## config.mk

```make
export PLATFORM = sky130hd
export DESIGN_NAME = mm_arbiter2
export DESIGN_NICKNAME = d
export VERILOG_FILES = /design/src/rtl/mm_arbiter_pkg.sv /design/src/rtl/mm_arbiter2_rr.sv /design/src/rtl/mm_arbiter2.sv
export SDC_FILE = /design/constraint.sdc
export NUM_CORES = 1
export LEC_CHECK = 0
export ABC_AREA = 1
export ABC_CLOCK_PERIOD_IN_PS = 1460
export BUFFER_PORTS_ARGS = -buffer_cell sky130_fd_sc_hd__buf_4
export CORE_AREA = 2 2 123 125
export CTS_CLUSTER_DIAMETER = 50
export DETAILED_ROUTE_END_ITERATION = 8
export DIE_AREA = 0 0 125 127
export PLACE_DENSITY_LB_ADDON = 0.15
export REMOVE_ABC_BUFFERS = 1
export SYNTH_ARGS = -nofsm -noshare
export SYNTH_HDL_FRONTEND = slang
export SYNTH_SLANG_ARGS = --single-unit
export TNS_END_PERCENT = 100
```

## constraint.sdc

```tcl
create_clock -name clk_clk -period 1.46 [get_ports clk_clk]
set_clock_uncertainty 0.2 [all_clocks]
set_input_delay 0.146 -clock clk_clk [delete_from_list [all_inputs] [get_ports clk_clk]]
set_output_delay 0.146 -clock clk_clk [all_outputs]
set_load 0.02 [all_outputs]
```

## src/rtl/mm_arbiter_pkg.sv

```systemverilog
// mm_arbiter_pkg: shared state encoding, master index type and default widths
package mm_arbiter_pkg;
  localparam int DEF_ADDR_WIDTH = 32;
  localparam int DEF_DATA_WIDTH = 32;
  typedef enum logic [1:0] {IDLE, CMD, RESP} state_e;
  typedef logic mst_t;
endpackage

```

## src/rtl/mm_arbiter2_rr.sv

```systemverilog
// rr_arbiter2: combinational two-way round-robin pick; a sole requester always wins
module rr_arbiter2 (
  input  logic [1:0] req_i,
  input  logic       last_i,
  output logic       gnt_o
);
  assign gnt_o = &req_i ? ~last_i : req_i[1];
endmodule

```

## src/rtl/mm_arbiter2.sv

```systemverilog
// mm_arbiter2: shares one Avalon-MM slave between m0 (JTAG bridge) and m1 (CPU data port),
// one transaction outstanding at a time, round-robin on contention.
module mm_arbiter2 import mm_arbiter_pkg::*; #(
  parameter int ADDR_WIDTH = DEF_ADDR_WIDTH,
  parameter int DATA_WIDTH = DEF_DATA_WIDTH
) (
  input  logic                    clk_clk,
  input  logic                    reset_reset_n,
  input  logic [ADDR_WIDTH-1:0]   m0_address,
  input  logic                    m0_read,
  input  logic                    m0_write,
  input  logic [DATA_WIDTH-1:0]   m0_writedata,
  input  logic [DATA_WIDTH/8-1:0] m0_byteenable,
  output logic                    m0_waitrequest,
  output logic [DATA_WIDTH-1:0]   m0_readdata,
  output logic                    m0_readdatavalid,
  input  logic [ADDR_WIDTH-1:0]   m1_address,
  input  logic                    m1_read,
  input  logic                    m1_write,
  input  logic [DATA_WIDTH-1:0]   m1_writedata,
  input  logic [DATA_WIDTH/8-1:0] m1_byteenable,
  output logic                    m1_waitrequest,
  output logic [DATA_WIDTH-1:0]   m1_readdata,
  output logic                    m1_readdatavalid,
  output logic [ADDR_WIDTH-1:0]   s_address,
  output logic                    s_read,
  output logic                    s_write,
  output logic [DATA_WIDTH-1:0]   s_writedata,
  output logic [DATA_WIDTH/8-1:0] s_byteenable,
  input  logic                    s_waitrequest,
  input  logic [DATA_WIDTH-1:0]   s_readdata,
  input  logic                    s_readdatavalid
);
  localparam int BW = DATA_WIDTH / 8;
  state_e state_q, state_d;
  mst_t owner_q, last_grant_q, win;
  logic wr_q;
  logic [ADDR_WIDTH-1:0] addr_q;
  logic [DATA_WIDTH-1:0] wdata_q;
  logic [BW-1:0] be_q;
  logic [1:0] req;
  logic in_cmd, in_resp, accept, rvalid;

  assign req = {m1_read | m1_write, m0_read | m0_write};

  rr_arbiter2 u_rr (
    .req_i  (req),
    .last_i (last_grant_q),
    .gnt_o  (win)
  );

  assign in_cmd  = state_q == CMD;
  assign in_resp = state_q == RESP;
  assign accept  = in_cmd & ~s_waitrequest;
  assign rvalid  = in_resp & s_readdatavalid;

  always_comb
    state_d = state_q == IDLE ? (|req ? CMD : IDLE) :
              in_cmd ? (s_waitrequest ? CMD : (wr_q ? IDLE : RESP)) :
              in_resp ? (s_readdatavalid ? IDLE : RESP) : IDLE;

  // Write wins when read and write are both asserted, so only the write flag is latched
  always_ff @(posedge clk_clk) begin
    if (!reset_reset_n) begin
      state_q      <= IDLE;
      owner_q      <= 1'b0;
      last_grant_q <= 1'b1;
      wr_q         <= 1'b0;
      addr_q       <= '0;
      wdata_q      <= '0;
      be_q         <= '0;
    end else begin
      state_q <= state_d;
      if (state_q == IDLE && |req) begin
        owner_q      <= win;
        last_grant_q <= win;
        wr_q         <= win ? m1_write : m0_write;
        addr_q       <= win ? m1_address : m0_address;
        wdata_q      <= win ? m1_writedata : m0_writedata;
        be_q         <= win ? m1_byteenable : m0_byteenable;
      end
    end
  end

  assign s_read       = in_cmd & ~wr_q;
  assign s_write      = in_cmd & wr_q;
  assign s_address    = in_cmd ? addr_q : '0;
  assign s_writedata  = in_cmd ? wdata_q : '0;
  assign s_byteenable = in_cmd ? be_q : '0;

  assign m0_waitrequest   = ~(accept & ~owner_q);
  assign m1_waitrequest   = ~(accept & owner_q);
  assign m0_readdatavalid = rvalid & ~owner_q;
  assign m1_readdatavalid = rvalid & owner_q;
  assign m0_readdata      = m0_readdatavalid ? s_readdata : '0;
  assign m1_readdata      = m1_readdatavalid ? s_readdata : '0;
endmodule

```

==> impl_metrics.tcl, run 1 <==
set metrics [dict create \
    layout_commonest_cell "buf_4" \
    final.setup.tns_ns -37.96 \
    clkSinkCount 73 \
    clockRootBuffer "clkbuf_16" \
    portBuffers 313 \
    drc 0 \
    fin_util_pct 67.10 \
    fp.dieW_um 125 \
    max_slew.worst_pin.slew_ns 0.4104 \
    io_pins 314 \
    vias 6730 \
    crit_path_max_fanout 8 \
    dieArea_um2 15880 \
    fin_total_pwr_mw 7.722 \
    dp_hpwl_um 12580 \
    nets 1432 \
    yosys_warnings 0 \
    gr-total-overflow 0 \
    post-route-period-util_pct 123.1 \
    endpoint_kind "output pin" \
    p_leak_nw 5.167 \
    grt.total_usage_pct 23.14 \
    synth_area_um2 4553 \
    design_area_um2 9678 \
    fmax_ghz 0.5565 \
    slew_violations 0 \
    final_antenna_net_count 0 \
    vdd_ir_drop_max_v 0.0004925 \
    initial_core_util_pct 31.57 \
    first_pass_iters 7 \
    synthCells 813 \
    arrival_ns 1.45 \
    dp_slack_ns -0.09753 \
    grt_start_max_net_pins 50 \
    synth.distinct_cells 15 \
    clk_latency_ns 0.32 \
    clk_pin_slew_worst_paths_ns 0.05 \
    area_growth_pct 112.6 \
    most-common-layout-cells "buf_4 (279), inv_1 (173), nand2_1 (143)" \
    cts_tree "built" \
    synth_top_cell_by_area "dfxtp_1" \
    ys_seq_area_share_pct 32.10 \
    wirelength_um 20850 \
    instances_no_fill 1446 \
    ys_ff_latch 73 \
    routabilityCongestion 0.7927 \
    cp.required_ns 1.11 \
    slew_headroom_pct 72.64 \
    rsz0062_at_grt "true" \
    vias_per_cell 4.654 \
    coreArea_um2 14420 \
    drv_cap 0 \
    hold_path.class "in -> reg" \
    netlist.area_leader.share_pct 32.10 \
    setup_viol 172 \
    antenna_found_initial 1 \
    holdWs_ns 0.08954 \
    grt_pass1_wl_um 30260 \
    path_class "reg -> out" \
    clockBufferDepth 2 \
    post_dp_cell_area_um2 7292 \
    placedCellCount 1283 \
    setup_ws_ns -0.3368 \
    syn_avg_cell_area_um2 5.600 \
    routedWlPerCell_um 14.42 \
    dr.first_iter.drc_count 302 \
    p_per_area_nw_per_um2 797.9 \
    worstSetupStartpointType "flip-flop" \
    hold_viol 0 \
    cts_buffers 9 \
    grt_pass1_vias 6184 \
    min_period_ns 1.797 \
    h-tree-depth 3 \
    violations "setup timing" \
    num_rows 44 \
    drive_above_1_share_pct 34.81 \
    die_h_um 127 \
    synth_area_leaders "dfxtp_1 (32%), nand3_1 (15%), inv_1 (15%)" \
    outcome "finished with violations" \
]
==> path summary, 6_finish.rpt <==
path / start / to / slack (ns) / depth (start not counted)
setup / recovery: state_q[0] / m0_readdata[18] / -0.34 / 7
hold / removal: m1_read / last_grant_q / 0.09 / 5
setup reg to reg: state_q[1] / addr_q[7] / -0.06 / 7
hold reg to reg: state_q[1] / state_q[1] / 0.33 / 2
==> flip-flops by register name (all words and copies together) (netlist names) <==
name and count:
addr_q 32, be_q 4, last_grant_q 1, owner_q 1, state_q 2, wdata_q 32, wr_q 1
==> cells by family after synthesis <==
family	Yosys count	share of synthesized area (%)
compound gates	74	8.217
buf+inv	236	20.20
simple gates	430	39.49
flops	73	32.10
==> worst max-delay path, stage by stage (launching register included) <==
cell and delay, ns:
dfxtp_2 0.33, inv_4 0.07, nand3_4 0.08, nor2_4 0.14
inv_4 0.08, clkbuf_16 0.19, nor2_4 0.10, buf_6 0.13
==> Yosys cell counts <==
cell      count
inv_1       176
nor2_1      143
dfxtp_1      73
nand4_1       1
nand2_1     144
inv_2         4
nand3_1     140
o21ai_2       1
nand2_2       1
a21oi_1      73
buf_1         4
clkbuf_1     35
nand3b_1      1
buf_4         5
buf_2        12
==> layer usage <==
layer	track usage, %	part of all wire (%)	up-vias	wire length, um
li1	-	-	3323	-
met3	4.774	6.3	49	1322
met4	9.673	3.8	0	800
met5	0	0	-	0
met1	24.95	38	3084	7848
met2	43.89	52	274	10880
==> area by class of cell <==
cell class | instances | area [um2]
diodes | 1 | 2.502
flip-flops and latches | 73 | 1464
inverters | 180 | 683.2
multi-input cells | 504 | 2545
clock buffers | 10 | 229.0
clock inverters | 6 | 90.09
repair buffers | 488 | 4434
fillers | 1198 | 4746
well taps | 184 | 230.2
==> report_power, final <==
group	leakage (nW)	switching, mW	internal, mW	total (mW)
registers	0.608	0.0745	2.27	2.35
clock network	0.153	0.857	1.51	2.36
logic	4.41	1.62	1.39	3.01
total	5.17	2.55	5.17	7.72
==> timing repair <==
item                                    in CTS  in global routing
hold buffers                               141                  0
endpoints found under the hold margin       71                  0
gates resized for setup                     38                129
endpoints found under the setup margin     172                208
pin swaps                                    2                  2
gates cloned                                 0                  3
buffers inserted                             3                  1
No activity file was read; power rests on OpenSTA's default activity.
==> run 2: changes to the inputs <==
Settings changed: CORE_AREA 2 2 123 125 to 2 2 121 123, DIE_AREA 0 0 125 127 to 0 0 123 125, SYNTH_HIERARCHICAL set to 1.
==> impl_metrics.tcl, run 2 <==
set metrics [dict create \
    min_period_ns 1.806 \
    synth_area_leaders "dfxtp_1 (31%), nor2_1 (22%), nand2_1 (17%)" \
    synth_ff_type "dfxtp_1" \
    insertedDiodeCount 0 \
    crit_path_max_fanout 10 \
    async_flop_share_pct 0 \
    num_rows 44 \
    drc 0 \
    grt_start_max_net_pins 45 \
    min_path_cells 5 \
    crit_start "state_q[0]" \
    ys_ff_latch 73 \
    post-route-period-util_pct 123.7 \
    reg.largest.list "addr_q: 32 flops, wdata_q: 32 flops, be_q: 4 flops" \
    wl_met3_um 1589 \
    path_class "reg -> out" \
    portBuffers 313 \
    initial_core_util_pct 32.70 \
    placedCellCount 1349 \
    slowest_delay_ns 0.35 \
    dr.first_iter.drc_count 351 \
    clk_latency_ns 0.33 \
    final.setup.tns_ns -39.34 \
    dieArea_um2 15380 \
    grt_pass1_wl_um 32210 \
    arrival_ns 1.46 \
    crit_slowest_cell "dfxtp_2" \
    first_pass_iters 5 \
    p_per_area_nw_per_um2 836.3 \
    ys_seq_area_share_pct 31.47 \
    routabilityCongestion 0.7720 \
    setup_ws_ns -0.3460 \
    vdd_ir_drop_max_v 0.0006356 \
    fmax_ghz 0.5537 \
    fp.dieW_um 123 \
    syn_avg_cell_area_um2 5.320 \
    holdWs_ns -0.01591 \
    grt_pass1_vias 6578 \
    area_growth_pct 139.4 \
    gr-total-overflow 0 \
    netlist.area_leader.share_pct 31.47 \
    slew_violations 0 \
    rsz0062_at_grt "true" \
    clockBufferDepth 2 \
    vias_per_cell 4.514 \
    max_slew.worst_pin.slew_ns 0.4193 \
    hold_path.class "in -> reg" \
    rr_worst_depth 9 \
    die_h_um 125 \
    synthCells 873 \
    coreArea_um2 14200 \
    synth-edff-count 0 \
    h-tree-depth 3 \
    critical_path_buf_inv_count 4 \
    yosysMostFrequentCell "nor2_1" \
    routedWlPerCell_um 15.52 \
    drive_above_1_share_pct 43.83 \
    fin_total_pwr_mw 9.299 \
    io_pins 314 \
    cp.depth 6 \
    path_delay_family "buffers and inverters" \
    nets 1534 \
    clk_pin_slew_worst_paths_ns 0.06 \
    cts_tree "built" \
    r2r-start "state_q[1]" \
    dp_hpwl_um 11350 \
    outcome "finished with violations" \
    rrSetupSlack_ns -0.17 \
    clkSinkCount 73 \
    synth_top_cell_by_area "dfxtp_1" \
    wl_met2_um 12590 \
    most-common-layout-cells "buf_4 (263), nor2_1 (187), inv_1 (177)" \
    grt.total_usage_pct 26.30 \
    path_cells "inv_4 > nor2_4 > inv_8 > clkbuf_16 > nor2_1 > buf_4" \
    drv_cap 0 \
    worstSetupStartpointType "flip-flop" \
    fin_util_pct 78.29 \
    setup_viol 210 \
    wl_met1_um 9070 \
    synth_area_um2 4644 \
    final_antenna_net_count 0 \
    instances_no_fill 1546 \
    layout_commonest_cell "buf_4" \
    cp.required_ns 1.11 \
    hold_viol 1 \
    top_layer_used "met4" \
    slew_headroom_pct 71.94 \
    violations "hold timing, setup timing" \
    cts_buffers 9 \
    vias 6979 \
    synth.distinct_cells 18 \
    p_leak_nw 5.755 \
    yosys_warnings 6 \
    antenna_found_initial 0 \
    timing.rr.end "addr_q[13]" \
    wirelength_um 24000 \
    endpoint_kind "output pin" \
    clockRootBuffer "clkbuf_16" \
    netlist_top_cells_count "nor2_1 (275), nand2_1 (211), inv_1 (179)" \
    cp-endpoint "s_address[27]" \
]
run 2: routing by layer:
layer	vias to the layer above	global-route usage, %
li1	3477	-
met1	3142	29.40
met2	299	48.26
met3	61	5.338
met4	0	9.826
met5	-	0
run 2: worst min path at each step:
stage | from | to
3_3_place_gp | s_waitrequest | state_q[0]
5_1_grt | m0_writedata[8] | wdata_q[8]
6_report | m0_writedata[10] | wdata_q[10]
2_1_floorplan | reset_reset_n | last_grant_q
3_5_place_dp | s_waitrequest | state_q[0]
4_1_cts | m0_writedata[4] | wdata_q[4]
run 2: tightest hold or removal path, cell delays in order:
cell and delay, ns:
buf_4 0.07, inv_1 0.04, o21ai_2 0.12, nor2_2 0.04, nor2_1 0.07
run 2: repair_timing:
action | 4_1_cts | 5_1_grt
cloned | 19 | 23
setup buffers | 20 | 10
endpoints found under the setup margin | 197 | 209
gates resized for setup | 231 | 199
hold buffers | 118 | 0
endpoints found under the hold margin | 71 | 0
pin swaps | 96 | 50
run 2: through the flow:
stage / hold slack, ns / instance area (um2) / setup WS [ns]
global route: 0.02677 / 11120 / -0.4098
finish: -0.01591 / 11120 / -0.3460
CTS: 0.00002259 / 10100 / -0.2791
floorplan: 0.03012 / 4388 / -2.214
detailed placement: 0.2346 / 7331 / -0.1928
global placement: 0.2327 / 7331 / -0.2025
run 2: power by group:
group          switching [mW]  internal, mW  total, mW
clock                   0.894          1.49       2.38
sequential             0.0861          2.28       2.36
combinational            2.25          2.30       4.56
total                    3.23          6.07       9.30
run 2: cell families after synthesis:
group | count (synthesis) | share of synthesized area [%]
AO/OA/AOI/OAI | 73 | 7.947
flip-flops | 73 | 31.47
buffers and inverters | 231 | 20.07
AND/OR/NAND/NOR | 496 | 40.52
run 2: area by class of cell:
type,count,area (um2)
Tap cell,184,230.2
Sequential cell,73,1466
Inverter,180,685.7
Fill cell,957,3084
Clock inverter,5,81.33
Multi-Input combinational cell,572,3097
Clock buffer,10,229.0
Timing Repair Buffer,522,5330
==> run 3: changes to the inputs <==
Settings changed: MAX_ROUTING_LAYER set to met4.
==> impl_metrics.tcl, run 3 (synthesis gave the netlist of run 2 again) <==
set metrics [dict create \
    holdWs_ns -0.01351 \
    grt.total_usage_pct 27.08 \
    grt_pass1_vias 6584 \
    fin_util_pct 78.22 \
    drv_cap 0 \
    placedCellCount 1349 \
    crit_path_max_fanout 10 \
    path_class "reg -> out" \
    fmax_ghz 0.5573 \
    first_pass_iters 6 \
    p_leak_nw 5.758 \
    post_dp_cell_area_um2 7331 \
    grt_start_max_net_pins 45 \
    dp_hpwl_um 11350 \
    outcome "finished with violations" \
    final_antenna_net_count 0 \
    rsz0062_at_grt "true" \
    violations "hold timing, setup timing" \
    max_slew.worst_pin.slew_ns 0.4534 \
    dr.first_iter.drc_count 273 \
    wirelength_um 24030 \
    most-common-layout-cells "buf_4 (262), nor2_1 (186), inv_1 (177)" \
    layout_commonest_cell "buf_4" \
    clk_latency_ns 0.33 \
    drive_above_1_share_pct 44.34 \
    area_growth_pct 139.2 \
    arrival_ns 1.45 \
    crit_slowest_cell "dfxtp_2" \
    routabilityCongestion 0.7825 \
    slowest_delay_ns 0.35 \
    worstSetupStartpointType "flip-flop" \
    hold_path.class "in -> reg" \
    clkSinkCount 73 \
    initial_core_util_pct 32.70 \
    cts_tree "built" \
    p_per_area_nw_per_um2 833.8 \
    instances_no_fill 1544 \
    endpoint_kind "output pin" \
    die_h_um 125 \
    num_rows 44 \
    dieArea_um2 15380 \
    design_area_um2 11110 \
    io_pins 314 \
    clk_pin_slew_worst_paths_ns 0.06 \
    hold_viol 5 \
    clockBufferDepth 2 \
    drc 0 \
    cts_buffers 9 \
    vdd_ir_drop_max_v 0.0006135 \
    grt_pass1_wl_um 32180 \
    vias 7054 \
    min_period_ns 1.794 \
    fp.dieW_um 123 \
    coreArea_um2 14200 \
    final.setup.tns_ns -39.16 \
    slew_violations 0 \
    routedWlPerCell_um 15.56 \
    cp.required_ns 1.11 \
    setup_ws_ns -0.3343 \
    insertedDiodeCount 0 \
    path_cells "inv_4 > nor2_4 > inv_8 > clkbuf_16 > nor2_1 > buf_4" \
    slew_headroom_pct 69.67 \
    nets 1532 \
    portBuffers 313 \
    reg.largest.list "addr_q: 32 flops, wdata_q: 32 flops, be_q: 4 flops" \
    h-tree-depth 3 \
    antenna_found_initial 0 \
    setup_viol 210 \
    post-route-period-util_pct 122.9 \
    gr-total-overflow 0 \
    vias_per_cell 4.569 \
    clockRootBuffer "clkbuf_16" \
]
run 3: cell types whose count changed in the layout (fill, tap and decap cells not counted), moves of 2 or more:
cell,previous run,this run
nand2_1,172,168
o21ai_2,35,39
buf_16,11,9
o21ai_1,17,13
buf_12,23,21
nand2_4,15,18
run 3: per-layer routing:
metal / up-vias / track usage, % / wire length (um)
met1: 3208 / 29.26 / 8934
li1: 3473 / - / -
met3: 64 / 6.296 / 1621
met4: 0 / 8.690 / 743
met2: 309 / 48.33 / 12730
met5: - / - / 0
run 3: where the power goes:
group          internal, mW  switching [mW]
Sequential             2.28          0.0838
Combinational          2.26            2.26
Clock                  1.49           0.891
run 3: area by class of cell:
class	count	area, um2
clock inverter	5	81.33
clock buffer	10	229.0
inverter	180	685.7
tap	184	230.2
multi-input combinational	572	3153
sequential	73	1466
timing repair buffer	520	5264
fill	957	3094
run 3: through the flow:
stage                     power [mW]  setup WS [ns]
final                          9.263        -0.3343
after global routing           9.727        -0.3873
after CTS                      8.395        -0.2791
after detailed placement       4.862        -0.1928
after global placement         4.843        -0.2025
after floorplan                3.761         -2.214
run 3: what timing repair did:
item                       4_1_cts  5_1_grt
hold buffers                   118        1
buffers inserted                20        9
hold endpoints to repair        71        1
resized for setup              231      213
setup endpoints to repair      197      209
pin swaps                       96       64
cloned                          19       23
run 3: worst paths after layout:
check                   to             start  slack (ns)  depth (start not counted)
max          s_address[18]        state_q[0]       -0.33                          6
min                be_q[0]  m0_byteenable[0]       -0.01                          5
max reg2reg      addr_q[4]        state_q[1]       -0.16                          8
min reg2reg   last_grant_q      last_grant_q        0.29                          2
run 3: worst max-delay path: cells and delay by family, from the launching register on:
family | cells | cell delay (ns)
buf+inv | 4 | 0.50
flops | 1 | 0.35
simple gates | 2 | 0.26
